===== config.mk =====
export PLATFORM = sky130hd
export DESIGN_NAME = aud_rmm_arb_flat
export DESIGN_NICKNAME = d
export VERILOG_FILES = /design/src/rtl/aud_rmm_arb_pkg.sv /design/src/rtl/aud_rmm_arb_if.sv /design/src/rtl/aud_rr_pick.sv /design/src/rtl/aud_rmm_arb.sv /design/src/flat_wrapper.sv
export SDC_FILE = /design/constraint.sdc
export NUM_CORES = 1
export LEC_CHECK = 0
export CAP_MARGIN = 10
export CELL_PAD_IN_SITES_DETAIL_PLACEMENT = 1
export CELL_PAD_IN_SITES_GLOBAL_PLACEMENT = 1
export CORE_ASPECT_RATIO = 2
export CORE_MARGIN = 2
export CORE_UTILIZATION = 29
export DETAILED_ROUTE_END_ITERATION = 16
export PLACE_DENSITY_LB_ADDON = 0.1
export SYNTH_ARGS = -nofsm -noshare
export SYNTH_HDL_FRONTEND = slang
export SYNTH_SLANG_ARGS = --single-unit

===== constraint.sdc =====
create_clock -name clk_i -period 5.5 [get_ports clk_i]
set_clock_uncertainty 0.05 [all_clocks]
set_input_delay 1.1 -clock clk_i [delete_from_list [all_inputs] [get_ports clk_i]]
set_output_delay 1.1 -clock clk_i [all_outputs]
set_load 0.05 [all_outputs]

===== src/rtl/aud_rmm_arb_pkg.sv =====
// Shared types and helpers for the AUD remote-memory-access arbiter.
package aud_rmm_arb_pkg;

    // Sequencer states: one full engine access per grant, plus watchdog recovery.
    typedef enum logic [2:0] {
        ST_IDLE       = 3'd0,
        ST_ISSUE      = 3'd1,
        ST_WAIT_START = 3'd2,
        ST_WAIT_DONE  = 3'd3,
        ST_RESP       = 3'd4,
        ST_RECOVER    = 3'd5
    } state_t;

    // Access size codes: 1 << size nibbles.
    typedef enum logic [1:0] {
        SZ_1N = 2'd0,
        SZ_2N = 2'd1,
        SZ_4N = 2'd2,
        SZ_8N = 2'd3
    } size_t;

    // Keep only the nibbles the access actually returned.
    function automatic logic [31:0] rd_mask(input logic [1:0] size, input logic [31:0] d);
        logic [31:0] m;
        case (size)
            SZ_1N:   m = 32'h0000_000F;
            SZ_2N:   m = 32'h0000_00FF;
            SZ_4N:   m = 32'h0000_FFFF;
            default: m = 32'hFFFF_FFFF;
        endcase
        return d & m;
    endfunction

endpackage


===== src/rtl/aud_rmm_arb_if.sv =====
// Requester-side bus of the AUD engine arbiter; all requesters packed side by side.
interface aud_rmm_arb_if #(
    parameter int N_REQ = 2
);
    logic [N_REQ-1:0]       req;
    logic [N_REQ-1:0]       we;
    logic [N_REQ-1:0][31:0] addr;
    logic [N_REQ-1:0][31:0] wdata;
    logic [N_REQ-1:0][1:0]  size;
    logic [N_REQ-1:0]       gnt;
    logic [N_REQ-1:0]       ack;
    logic                   err;
    logic [31:0]            rdata;

    // Requesters drive requests and observe grant/completion.
    modport master (
        output req, we, addr, wdata, size,
        input  gnt, ack, err, rdata
    );

    // The arbiter consumes requests and returns grant/completion.
    modport slave (
        input  req, we, addr, wdata, size,
        output gnt, ack, err, rdata
    );
endinterface


===== src/rtl/aud_rr_pick.sv =====
// Round-robin picker: first set request strictly after ptr, wrapping.
module aud_rr_pick #(
    parameter int N_REQ = 2,
    parameter int IW    = 1
) (
    input  logic [N_REQ-1:0] req,
    input  logic [IW-1:0]    ptr,
    output logic [N_REQ-1:0] gnt,
    output logic [IW-1:0]    idx,
    output logic             any
);
    int            c;
    logic [IW-1:0] ci;
    logic          found;

    // Scan from ptr+1 around to ptr itself so ptr gets lowest priority.
    always_comb begin
        gnt   = '0;
        idx   = '0;
        c     = 0;
        ci    = '0;
        found = 1'b0;
        any   = |req;
        for (int k = 1; k <= N_REQ; k++) begin
            c  = (int'(ptr) + k) % N_REQ;
            ci = IW'(c);
            if (!found && req[ci]) begin
                found   = 1'b1;
                gnt[ci] = 1'b1;
                idx     = ci;
            end
        end
    end
endmodule


===== src/rtl/aud_rmm_arb.sv =====
// Round-robin arbiter and sequencer in front of the single AUD RMM engine.
// Runs one strobe/busy/done access per grant and aborts a stuck engine.
module aud_rmm_arb
    import aud_rmm_arb_pkg::*;
#(
    parameter int N_REQ   = 2,
    parameter int TIMEOUT = 4096,
    parameter int RST_CYC = 2
) (
    input  logic          clk_i,
    input  logic          rst_i,
    aud_rmm_arb_if.slave  rq,
    output logic          timeout_o,
    output logic [31:0]   rmm_addr_o,
    output logic [31:0]   rmm_data_o,
    output logic [1:0]    rmm_size_o,
    output logic          rmm_we_o,
    output logic          rmm_re_o,
    input  logic [31:0]   rmm_data_i,
    input  logic          rmm_err_i,
    input  logic          rmm_idle_i,
    output logic          rmm_rst_o
);
    localparam int IW = (N_REQ > 1) ? $clog2(N_REQ) : 1;
    localparam int TW = $clog2(TIMEOUT);
    localparam int RW = (RST_CYC > 1) ? $clog2(RST_CYC) : 1;

    state_t           state;
    logic [IW-1:0]    ptr;
    logic             we_q;
    logic [TW-1:0]    wd_cnt;
    logic [RW-1:0]    rc_cnt;
    logic [N_REQ-1:0] gnt_q;
    logic [N_REQ-1:0] ack_q;
    logic             err_q;
    logic [31:0]      rdata_q;

    logic [N_REQ-1:0] pick_gnt;
    logic [IW-1:0]    pick_idx;
    logic             pick_any;
    logic             wd_hit;

    aud_rr_pick #(.N_REQ(N_REQ), .IW(IW)) u_pick (
        .req (rq.req),
        .ptr (ptr),
        .gnt (pick_gnt),
        .idx (pick_idx),
        .any (pick_any)
    );

    assign wd_hit   = (wd_cnt == TW'(TIMEOUT - 1));
    assign rq.gnt   = gnt_q;
    assign rq.ack   = ack_q;
    assign rq.err   = err_q;
    assign rq.rdata = rdata_q;

    // Sequencer FSM with registered outputs; strobes and response are one-cycle pulses.
    always_ff @(posedge clk_i or posedge rst_i) begin
        if (rst_i) begin
            state      <= ST_IDLE;
            ptr        <= IW'(N_REQ - 1);
            we_q       <= 1'b0;
            wd_cnt     <= '0;
            rc_cnt     <= '0;
            gnt_q      <= '0;
            ack_q      <= '0;
            err_q      <= 1'b0;
            rdata_q    <= '0;
            timeout_o  <= 1'b0;
            rmm_addr_o <= '0;
            rmm_data_o <= '0;
            rmm_size_o <= '0;
            rmm_we_o   <= 1'b0;
            rmm_re_o   <= 1'b0;
            rmm_rst_o  <= 1'b0;
        end else begin
            rmm_we_o  <= 1'b0;
            rmm_re_o  <= 1'b0;
            ack_q     <= '0;
            err_q     <= 1'b0;
            rdata_q   <= '0;
            timeout_o <= 1'b0;
            case (state)
                ST_IDLE: begin
                    // An engine still busy (e.g. after an abort) blocks new grants.
                    if (pick_any && rmm_idle_i) begin
                        gnt_q      <= pick_gnt;
                        ptr        <= pick_idx;
                        we_q       <= rq.we[pick_idx];
                        rmm_addr_o <= rq.addr[pick_idx];
                        rmm_data_o <= rq.wdata[pick_idx];
                        rmm_size_o <= rq.size[pick_idx];
                        rmm_we_o   <= rq.we[pick_idx];
                        rmm_re_o   <= ~rq.we[pick_idx];
                        state      <= ST_ISSUE;
                    end
                end
                ST_ISSUE: begin
                    wd_cnt <= '0;
                    state  <= ST_WAIT_START;
                end
                ST_WAIT_START: begin
                    wd_cnt <= wd_cnt + 1'b1;
                    // Abort takes priority here so the counter never wraps into WAIT_DONE.
                    if (wd_hit) begin
                        timeout_o <= 1'b1;
                        rmm_rst_o <= 1'b1;
                        rc_cnt    <= '0;
                        state     <= ST_RECOVER;
                    end else if (!rmm_idle_i) begin
                        state <= ST_WAIT_DONE;
                    end
                end
                ST_WAIT_DONE: begin
                    wd_cnt <= wd_cnt + 1'b1;
                    // Completion wins over a same-cycle watchdog hit.
                    if (rmm_idle_i) begin
                        ack_q   <= gnt_q;
                        err_q   <= rmm_err_i;
                        rdata_q <= we_q ? 32'h0 : rd_mask(rmm_size_o, rmm_data_i);
                        state   <= ST_RESP;
                    end else if (wd_hit) begin
                        timeout_o <= 1'b1;
                        rmm_rst_o <= 1'b1;
                        rc_cnt    <= '0;
                        state     <= ST_RECOVER;
                    end
                end
                ST_RESP: begin
                    gnt_q      <= '0;
                    rmm_addr_o <= '0;
                    rmm_data_o <= '0;
                    rmm_size_o <= '0;
                    state      <= ST_IDLE;
                end
                ST_RECOVER: begin
                    if (rc_cnt == RW'(RST_CYC - 1)) begin
                        rmm_rst_o <= 1'b0;
                        ack_q     <= gnt_q;
                        err_q     <= 1'b1;
                        rdata_q   <= '0;
                        state     <= ST_RESP;
                    end else begin
                        rc_cnt <= rc_cnt + 1'b1;
                    end
                end
                default: state <= ST_IDLE;
            endcase
        end
    end
endmodule

===== src/flat_wrapper.sv =====
// flat-port wrapper written by rule: the top's interface ports become plain ports
module aud_rmm_arb_flat import aud_rmm_arb_pkg::*;
#(
    parameter int N_REQ   = 2,
    parameter int TIMEOUT = 4096,
    parameter int RST_CYC = 2
)
  (clk_i, rst_i, timeout_o, rmm_addr_o, rmm_data_o, rmm_size_o, rmm_we_o, rmm_re_o, rmm_data_i, rmm_err_i, rmm_idle_i, rmm_rst_o, rq_req, rq_we, rq_addr, rq_wdata, rq_size, rq_gnt, rq_ack, rq_err, rq_rdata);
  aud_rmm_arb_if #(.N_REQ(N_REQ)) rq_i ();
  input  logic clk_i;
  input  logic rst_i;
  output logic timeout_o;
  output logic [31:0] rmm_addr_o;
  output logic [31:0] rmm_data_o;
  output logic [1:0] rmm_size_o;
  output logic rmm_we_o;
  output logic rmm_re_o;
  input  logic [31:0] rmm_data_i;
  input  logic rmm_err_i;
  input  logic rmm_idle_i;
  output logic rmm_rst_o;
  input wire logic [$bits(rq_i.req)-1:0] rq_req;
  input wire logic [$bits(rq_i.we)-1:0] rq_we;
  input wire logic [$bits(rq_i.addr)-1:0] rq_addr;
  input wire logic [$bits(rq_i.wdata)-1:0] rq_wdata;
  input wire logic [$bits(rq_i.size)-1:0] rq_size;
  output wire logic [$bits(rq_i.gnt)-1:0] rq_gnt;
  output wire logic [$bits(rq_i.ack)-1:0] rq_ack;
  output wire logic [$bits(rq_i.err)-1:0] rq_err;
  output wire logic [$bits(rq_i.rdata)-1:0] rq_rdata;
  assign rq_i.req = rq_req;
  assign rq_i.we = rq_we;
  assign rq_i.addr = rq_addr;
  assign rq_i.wdata = rq_wdata;
  assign rq_i.size = rq_size;
  assign rq_gnt = rq_i.gnt;
  assign rq_ack = rq_i.ack;
  assign rq_err = rq_i.err;
  assign rq_rdata = rq_i.rdata;
  aud_rmm_arb #(.N_REQ(N_REQ), .TIMEOUT(TIMEOUT), .RST_CYC(RST_CYC)) u_core (.clk_i(clk_i), .rst_i(rst_i), .rq(rq_i), .timeout_o(timeout_o), .rmm_addr_o(rmm_addr_o), .rmm_data_o(rmm_data_o), .rmm_size_o(rmm_size_o), .rmm_we_o(rmm_we_o), .rmm_re_o(rmm_re_o), .rmm_data_i(rmm_data_i), .rmm_err_i(rmm_err_i), .rmm_idle_i(rmm_idle_i), .rmm_rst_o(rmm_rst_o));
endmodule

==> results.md, run 1 <==
* Simple-gate share of the synthesized area at 13.8%
* Placeable core area at 0.0181 mm^2
* Total number of nets in the final design at 935
* Global-route usage over all layers at 20.0%
* Outcome: complete, no violations
* Number of antenna violations at the first check in global routing at 0
* GP Congestion at 0.748
* Die Span X at 100 um
* Number of buffers inserted by post-CTS setup repair at 0
* Fraction of synthesized cell area in xor and xnor cells at 0.164%
* Instance count of the mapped netlist at 494
* Number of cell rows at 70
* Worst reg2reg path endpoint: u_core.we_q$_DFFE_PP0P_
* Hold Buf Count CTS at 0
* DP Wirelength at 14500 um
* Mean post-synth cell area at 10.8 um^2
* Global-route wire length before repair at 29600 um
* Maximum fanout encountered on the critical timing path at 71
* Sink count of the clock tree at 125
* Most frequent cells in the layout: sky130_fd_sc_hd__clkdlybuf4s50_1 (278), sky130_fd_sc_hd__dfrtp_1 (124), sky130_fd_sc_hd__nand2_1 (80), sky130_fd_sc_hd__o21ai_0 (80), sky130_fd_sc_hd__mux2i_1 (67)
* TritonCTS clock tree: built
* Dominant combinational cell family by area after synthesis: simple AND/OR/NAND/NOR gates
* Deepest clock path buffer count at 2
* Worst setup path class: input pin to flip-flop
* Post-synthesis cell area at 0.00534 mm^2
* Count of different cell masters after synthesis at 41
* Cells traversed along the worst timing path: clkdlybuf4s50_1 > nand2b_4 > or4_2 > nor2b_1 > a21oi_1
* Count of TritonRoute iterations in the first routing pass at 4
* CTS HTree Levels at 4
* Die ar. at 0.0196 mm^2
* Startpoint of the worst-slack reg-to-reg timing path: u_core.state[2]$_DFFE_PP0P_
* Effective utilization at floorplan at 29.5%
* Ratio of cells with drive above 1 in the final layout at 5.68%
* WHS Path Cells at 2
* Slowest stage delay, CP at 1.09 ns
* Global-route congestion overflow total at 0
* Sequential-to-total area share from yosys stat at 58.6%
* Startpoint kind of the worst setup timing path: input pin
* Endpoints failing hold at 0
* Root buf cell: sky130_fd_sc_hd__clkbuf_16
* Cell Pwr Density at 509 mW/mm^2
* Top Ports at 279
* Synthesized netlist net count at 667
* Path class of the lowest-slack min-delay path: flip-flop to flip-flop
* Number of max-capacitance violations reported at 0
* Warnings, synthesis at 0
* Number of vias after detailed routing at 4790
* Worst Hold Launch: u_core.rmm_data_o[30]$_DFFE_PP0P_
* Highest ir drop seen on vdd at 341 uV
* Number of synthesized register bits at 125
* Synth Area in Compound Gates at 10.7%
* Minimum setup slack among reg-to-reg paths at 3.03 ns
* DRT Wirelength at 19000 um
* Most common cell after layout, fill and taps aside: sky130_fd_sc_hd__clkdlybuf4s50_1
* Remaining routing DRC violations at 0
* Worst-path clk slew at 0.05 ns
* Worst endpoint data arrival time at 3.42 ns
* CP max stage cell: sky130_fd_sc_hd__or4_2
* Maximum achievable frequency at 309 MHz
* Max-Slew Margin vs Limit at 21.5%
* Pin count of the biggest net entering global routing at 84
* Final count of pins violating max slew at 0
* Detailed Route Iter0 Violations at 162
* Vias/cell at 4.83
* Vias in the first global route at 5410
* Post-Synth Adder-Cell Area at 0.234%
* Post-layout min period at 3.23 ns
* Portion of netlist area occupied by mux cells at 13.1%
* Hold path endpoint: u_core.rmm_data_o[30]$_DFFE_PP0P_
* Count of port buffers added during placement at 278
* Transition time of the tightest slew-check pin at 1.18 ns
* Crit share post-route at 58.8%
* Setup-failing EPs final at 0
* Drt wl/cell at 19.2 um
* Family of cells with the greatest summed delay on the critical path: simple AND/OR/NAND/NOR gates
* Vertical die dimension at 196 um
* Clock network latency to the later pin of the worst-skew pair at 0.41 ns
* Number of nets with antenna violations after routing at 0
* Data required time of the worst path at 5.69 ns
* Number of buffer and inverter instances along the worst setup path at 1
* Area growth from synthesis to final layout at 66.4%
* Worst Setup End Kind: flip-flop
* Static power due to leakage at 3.99 nW
* Reg2Reg Depth at 4
* Final sum of negative setup slack at 0 ns
* Unrepaired setup endpoints after global routing: false
* Cts bufs inserted at 17
* Quantity of gates resized following cts at 0
* Worst hold-check slack at 0.426 ns
* Diode count at 0
## registers in the layout, indices dropped and copies added (netlist names)
name	flops
u_core.rmm_re_o	1
u_core.rc_cnt	1
u_core.rmm_size_o	2
u_core.rmm_we_o	1
u_core.rmm_rst_o	1
u_core.rq.err	1
u_core.ptr	1
u_core.state	3
u_core.rq.rdata	32
u_core.rq.ack	2
u_core.we_q	1
u_core.timeout_o	1
u_core.wd_cnt	12
u_core.rq.gnt	2
u_core.rmm_addr_o	32
u_core.rmm_data_o	32
## metal layers
metal / wire length [um] / share of wire [%] / GRT usage (%)
met1: 6180 / 32 / 19.5
met2: 11500 / 61 / 39.5
met3: 982 / 5.2 / 5.09
met4: 333 / 1.8 / 6.75
met5: 0 / 0 / 0
## cells by family (layout without fill, tap and decap cells)
| kind of cell | count (synthesis) | after routing |
|---|---|---|
| adder cells (fa/ha/maj) | 1 | 1 |
| multiplexers | 69 | 69 |
| buffers and inverters | 40 | 321 |
| AO/OA/AOI/OAI | 106 | 106 |
| XOR/XNOR | 1 | 1 |
| flip-flops | 125 | 125 |
| AND/OR/NAND/NOR | 152 | 152 |
## synth_stat cells
cell                         n  area share [%]
sky130_fd_sc_hd__mux2i_1    67              13
sky130_fd_sc_hd__a21o_1      1            0.14
sky130_fd_sc_hd__buf_6       2            0.42
sky130_fd_sc_hd__or3_1       1            0.12
sky130_fd_sc_hd__o21a_1      2            0.28
sky130_fd_sc_hd__mux2_4      1            0.28
sky130_fd_sc_hd__nand2b_4    1            0.26
sky130_fd_sc_hd__inv_1       6            0.42
sky130_fd_sc_hd__or2_2       1            0.12
sky130_fd_sc_hd__clkbuf_2    1           0.094
sky130_fd_sc_hd__nor3_1      2            0.19
sky130_fd_sc_hd__ha_1        1            0.23
sky130_fd_sc_hd__nand2b_1    2            0.23
sky130_fd_sc_hd__a31oi_1     1            0.12
sky130_fd_sc_hd__a221oi_1    1            0.16
sky130_fd_sc_hd__o22a_1      1            0.16
sky130_fd_sc_hd__buf_2      13             1.2
sky130_fd_sc_hd__and3_1     14             1.6
sky130_fd_sc_hd__dfrtp_1   124              58
sky130_fd_sc_hd__nor2b_1     3            0.35
sky130_fd_sc_hd__nor2_1      7            0.49
sky130_fd_sc_hd__o211ai_1    1            0.14
sky130_fd_sc_hd__a32o_1      1            0.19
sky130_fd_sc_hd__nand2_1    80             5.6
sky130_fd_sc_hd__o21ai_1     1           0.094
sky130_fd_sc_hd__mux2_2      1            0.21
sky130_fd_sc_hd__buf_4       1            0.14
sky130_fd_sc_hd__dfstp_2     1            0.49
sky130_fd_sc_hd__a21boi_0    1            0.14
sky130_fd_sc_hd__or4_1       2            0.28
sky130_fd_sc_hd__xor2_1      1            0.16
sky130_fd_sc_hd__a22o_1      3            0.49
sky130_fd_sc_hd__o21ai_0    80             7.5
sky130_fd_sc_hd__buf_1       1           0.070
sky130_fd_sc_hd__o22ai_1     1            0.12
sky130_fd_sc_hd__nand3_1     7            0.66
sky130_fd_sc_hd__a21oi_1    12             1.1
sky130_fd_sc_hd__clkbuf_1   16             1.1
sky130_fd_sc_hd__nand4_1     5            0.59
sky130_fd_sc_hd__and4_1      2            0.33
sky130_fd_sc_hd__and2_1     25             2.9
## where the power goes
part,switching [W],internal (W)
sequential,0.000189,0.00118
clock,0.000405,0.000687
combinational,0.00136,0.000699
## worst reg2reg max path: cells and delay by family (launching register included)
family             cells  cell delay (ns)
and+or+nand+nor        3             1.66
DFF                    1             0.52
AOI/OAI and AO/OA      1             0.07
## how the worst max path moves through the flow
| stage | startpoint | slack (ns) | cells after the start | endpoint |
|---|---|---|---|---|
| global placement | rmm_idle_i | 1.86 | 4 | u_core.ptr$_DFFE_PP1P_ |
| finish | rmm_idle_i | 2.27 | 5 | u_core.we_q$_DFFE_PP0P_ |
| detailed placement | rmm_idle_i | 1.77 | 5 | u_core.we_q$_DFFE_PP0P_ |
| global route | rmm_idle_i | 2.11 | 5 | u_core.we_q$_DFFE_PP0P_ |
| CTS | rmm_idle_i | 2.22 | 5 | u_core.we_q$_DFFE_PP0P_ |
| floorplan | rst_i | 1.02 | 1 | u_core.rc_cnt$_DFFE_PP0P_ |
## metrics by stage
| step | util (%) | setup WS (ns) | cells | cell area, um^2 | total power, W |
|---|---|---|---|---|---|
| after floorplan | - | 1.02 | 494 | 5340 | 0.00263 |
| after global placement | 45.8 | 1.86 | 959 | 8310 | 0.00341 |
| after detailed placement | 45.8 | 1.77 | 959 | 8310 | 0.00347 |
| after CTS | 49.0 | 2.22 | 991 | 8880 | 0.00459 |
| after global routing | 49.0 | 2.11 | 991 | 8880 | 0.00476 |
| final | 49.0 | 2.27 | 991 | 8880 | 0.00452 |
## cell type report
cell class,instances,area [um^2]
Timing Repair Buffer,283,2830
Tap cell,216,270
Inverter,6,25.0
Multi-Input combinational cell,329,2050
Fill cell,2017,9250
Clock buffer,21,460
Clock inverter,11,118
Sequential cell,125,3130
Power figures use the tool's default switching activity.
==> run 2: changes to the inputs <==
CORE_UTILIZATION = 26   (was 29)
clock period = 2.8 ns   (was 5.5 ns; I/O delays follow)
==> results.md, run 2 (synthesis gave the netlist of run 1 again) <==
* Outcome: complete, no violations
* Vias/cell at 4.59
* Unrepaired setup endpoints after global routing: false
* Count of port buffers added during placement at 278
* Worst Setup End Kind: primary output
* DRT Wirelength at 19300 um
* Cell Pwr Density at 990 mW/mm^2
* Maximum achievable frequency at 428 MHz
* Vias in the first global route at 5288
* CP max stage cell: sky130_fd_sc_hd__clkdlybuf4s50_1
* Number of gates on the worst path with buffers counted at 2
* Count of TritonRoute iterations in the first routing pass at 4
* Number of max-capacitance violations reported at 0
* Worst Hold Launch: u_core.rmm_addr_o[4]$_DFFE_PP0P_
* Max-Slew Margin vs Limit at 55.4%
* Die ar. at 0.0218 mm^2
* Number of cell rows at 74
* Deepest clock path buffer count at 2
* Ratio of cells with drive above 1 in the final layout at 7.38%
* Family of cells with the greatest summed delay on the critical path: buffers and inverters
* Placeable core area at 0.0203 mm^2
* Number of cells in the finished layout apart from fillers at 1053
* Data required time of the worst path at 2.19 ns
* Global-route usage over all layers at 17.9%
* Quantity of gates resized following cts at 0
* Total area of multi-input combinational cells at 0.00205 mm^2
* Total number of nets in the final design at 946
* Timing startpoint of the critical path: u_core.rmm_size_o[1]$_DFFE_PP0P_
* Maximum fanout encountered on the critical timing path at 12
* Capturing element of the worst setup path: rmm_size_o[1]
* Number of fillers in the final layout at 2230
* Most common cell after layout, fill and taps aside: sky130_fd_sc_hd__clkdlybuf4s50_1
* GP Congestion at 0.786
* TritonCTS clock tree: built
* Minimum setup slack among reg-to-reg paths at 0.81 ns
* Worst setup path class: flip-flop to primary output
* Crit share post-route at 83.4%
* Most frequent cells in the layout: sky130_fd_sc_hd__clkdlybuf4s50_1 (278), sky130_fd_sc_hd__dfrtp_1 (124), sky130_fd_sc_hd__nand2_1 (80), sky130_fd_sc_hd__o21ai_0 (80), sky130_fd_sc_hd__mux2i_1 (67)
* Total cell area at the placement stage at 0.00853 mm^2
* Footprint of the flip-flops and latches at 0.00313 mm^2
* Top Ports at 279
* Path class of the lowest-slack min-delay path: flip-flop to flip-flop
* Setup-failing EPs final at 0
* Pin count of the biggest net entering global routing at 69
* Startpoint of the worst-slack reg-to-reg timing path: u_core.state[2]$_DFFE_PP0P_
* Startpoint kind of the worst setup timing path: flip-flop
* Reg2Reg Depth at 5
* Worst reg2reg path endpoint: u_core.rmm_addr_o[12]$_DFFE_PP0P_
* CTS HTree Levels at 4
* Number of cells after detailed placement at 1020
* Vertical die dimension at 207 um
* DP Wirelength at 15000 um
* Worst endpoint data arrival time at 1.73 ns
* Post-route cell area at 0.00914 mm^2
* Number of buffer and inverter instances along the worst setup path at 2
* Number of vias after detailed routing at 4831
* Final sum of negative setup slack at 0 ns
* Root buf cell: sky130_fd_sc_hd__clkbuf_16
* Hold Buf Count CTS at 0
* Area growth from synthesis to final layout at 71.1%
* Detailed Route Iter0 Violations at 122
* Cts bufs inserted at 17
* Number of buffers inserted by post-CTS setup repair at 0
* Final count of pins violating max slew at 0
* Endpoints failing hold at 0
* Global-route congestion overflow total at 0
* Number of nets with antenna violations after routing at 0
* Global-route wire length before repair at 29400 um
* Drt wl/cell at 18.4 um
* Post-layout min period at 2.34 ns
* Clock network latency to the later pin of the worst-skew pair at 0.41 ns
* Static power due to leakage at 4.08 nW
* Die Span X at 105 um
* Worst-path clk slew at 0.06 ns
* Effective utilization at floorplan at 26.3%
* Remaining routing DRC violations at 0
* Number of antenna violations at the first check in global routing at 0
* Slowest stage delay, CP at 0.82 ns
* Highest ir drop seen on vdd at 431 uV
* Transition time of the tightest slew-check pin at 0.668 ns
* Sink count of the clock tree at 125
* Cells traversed along the worst timing path: buf_4 > clkdlybuf4s50_1
-- run 2: how the worst min path moves through the flow --
| stage | slack (ns) | depth (start not counted) | end |
|---|---|---|---|
| floorplan | 0.41 | 1 | u_core.wd_cnt[4]$_DFFE_PP0P_ |
| global placement | 0.41 | 2 | u_core.rmm_data_o[28]$_DFFE_PP0P_ |
| detailed placement | 0.42 | 2 | u_core.rmm_addr_o[4]$_DFFE_PP0P_ |
| CTS | 0.43 | 2 | u_core.rmm_addr_o[4]$_DFFE_PP0P_ |
| global route | 0.46 | 2 | u_core.rmm_data_o[23]$_DFFE_PP0P_ |
| finish | 0.42 | 2 | u_core.rmm_addr_o[4]$_DFFE_PP0P_ |
-- run 2: per-stage QoR --
stage          hold WS, ns  power [W]  worst slack, ns  utilization, %
3_5_place_dp         0.423    0.00691            0.232            42.1
2_1_floorplan        0.408    0.00516            0.652               -
4_1_cts              0.433    0.00919            0.425            45.1
3_3_place_gp         0.412    0.00681            0.283            42.1
6_report             0.423    0.00905            0.464            45.1
5_1_grt              0.463    0.00954            0.401            45.1
-- run 2: worst register-to-register path: stages (launching register included) --
cell and delay (ns):
sky130_fd_sc_hd__dfrtp_1 0.36, sky130_fd_sc_hd__buf_4 0.17, sky130_fd_sc_hd__nand2b_4 0.16, sky130_fd_sc_hd__or4_2 0.66, sky130_fd_sc_hd__buf_12 0.26, sky130_fd_sc_hd__o21ai_0 0.24
-- run 2: layout make-up --
cell class | instances | area share (%)
diodes | 1 | 0.0274
well taps | 266 | 3.64
inverters | 6 | 0.288
clock buffers | 20 | 5.11
clock inverters | 12 | 1.49
multi-input cells | 329 | 22.5
flip-flops and latches | 125 | 34.2
repair buffers | 294 | 32.7
-- run 2: where the power goes --
part | switching [W] | leakage (nW) | total (W) | internal [W]
logic | 0.00274 | 2.15 | 0.00418 | 0.00144
registers | 0.000321 | 1.64 | 0.00264 | 0.00232
clock network | 0.000846 | 0.289 | 0.00223 | 0.00139
-- run 2: layer usage --
layer / wire length (um) / global-route usage (%) / up-vias
met5: 0 / 0 / -
met4: 425 / 6.76 / 0
met3: 1040 / 5.15 / 18
met2: 11500 / 35.8 / 165
met1: 6400 / 16.8 / 2391
li1: - / - / 2257
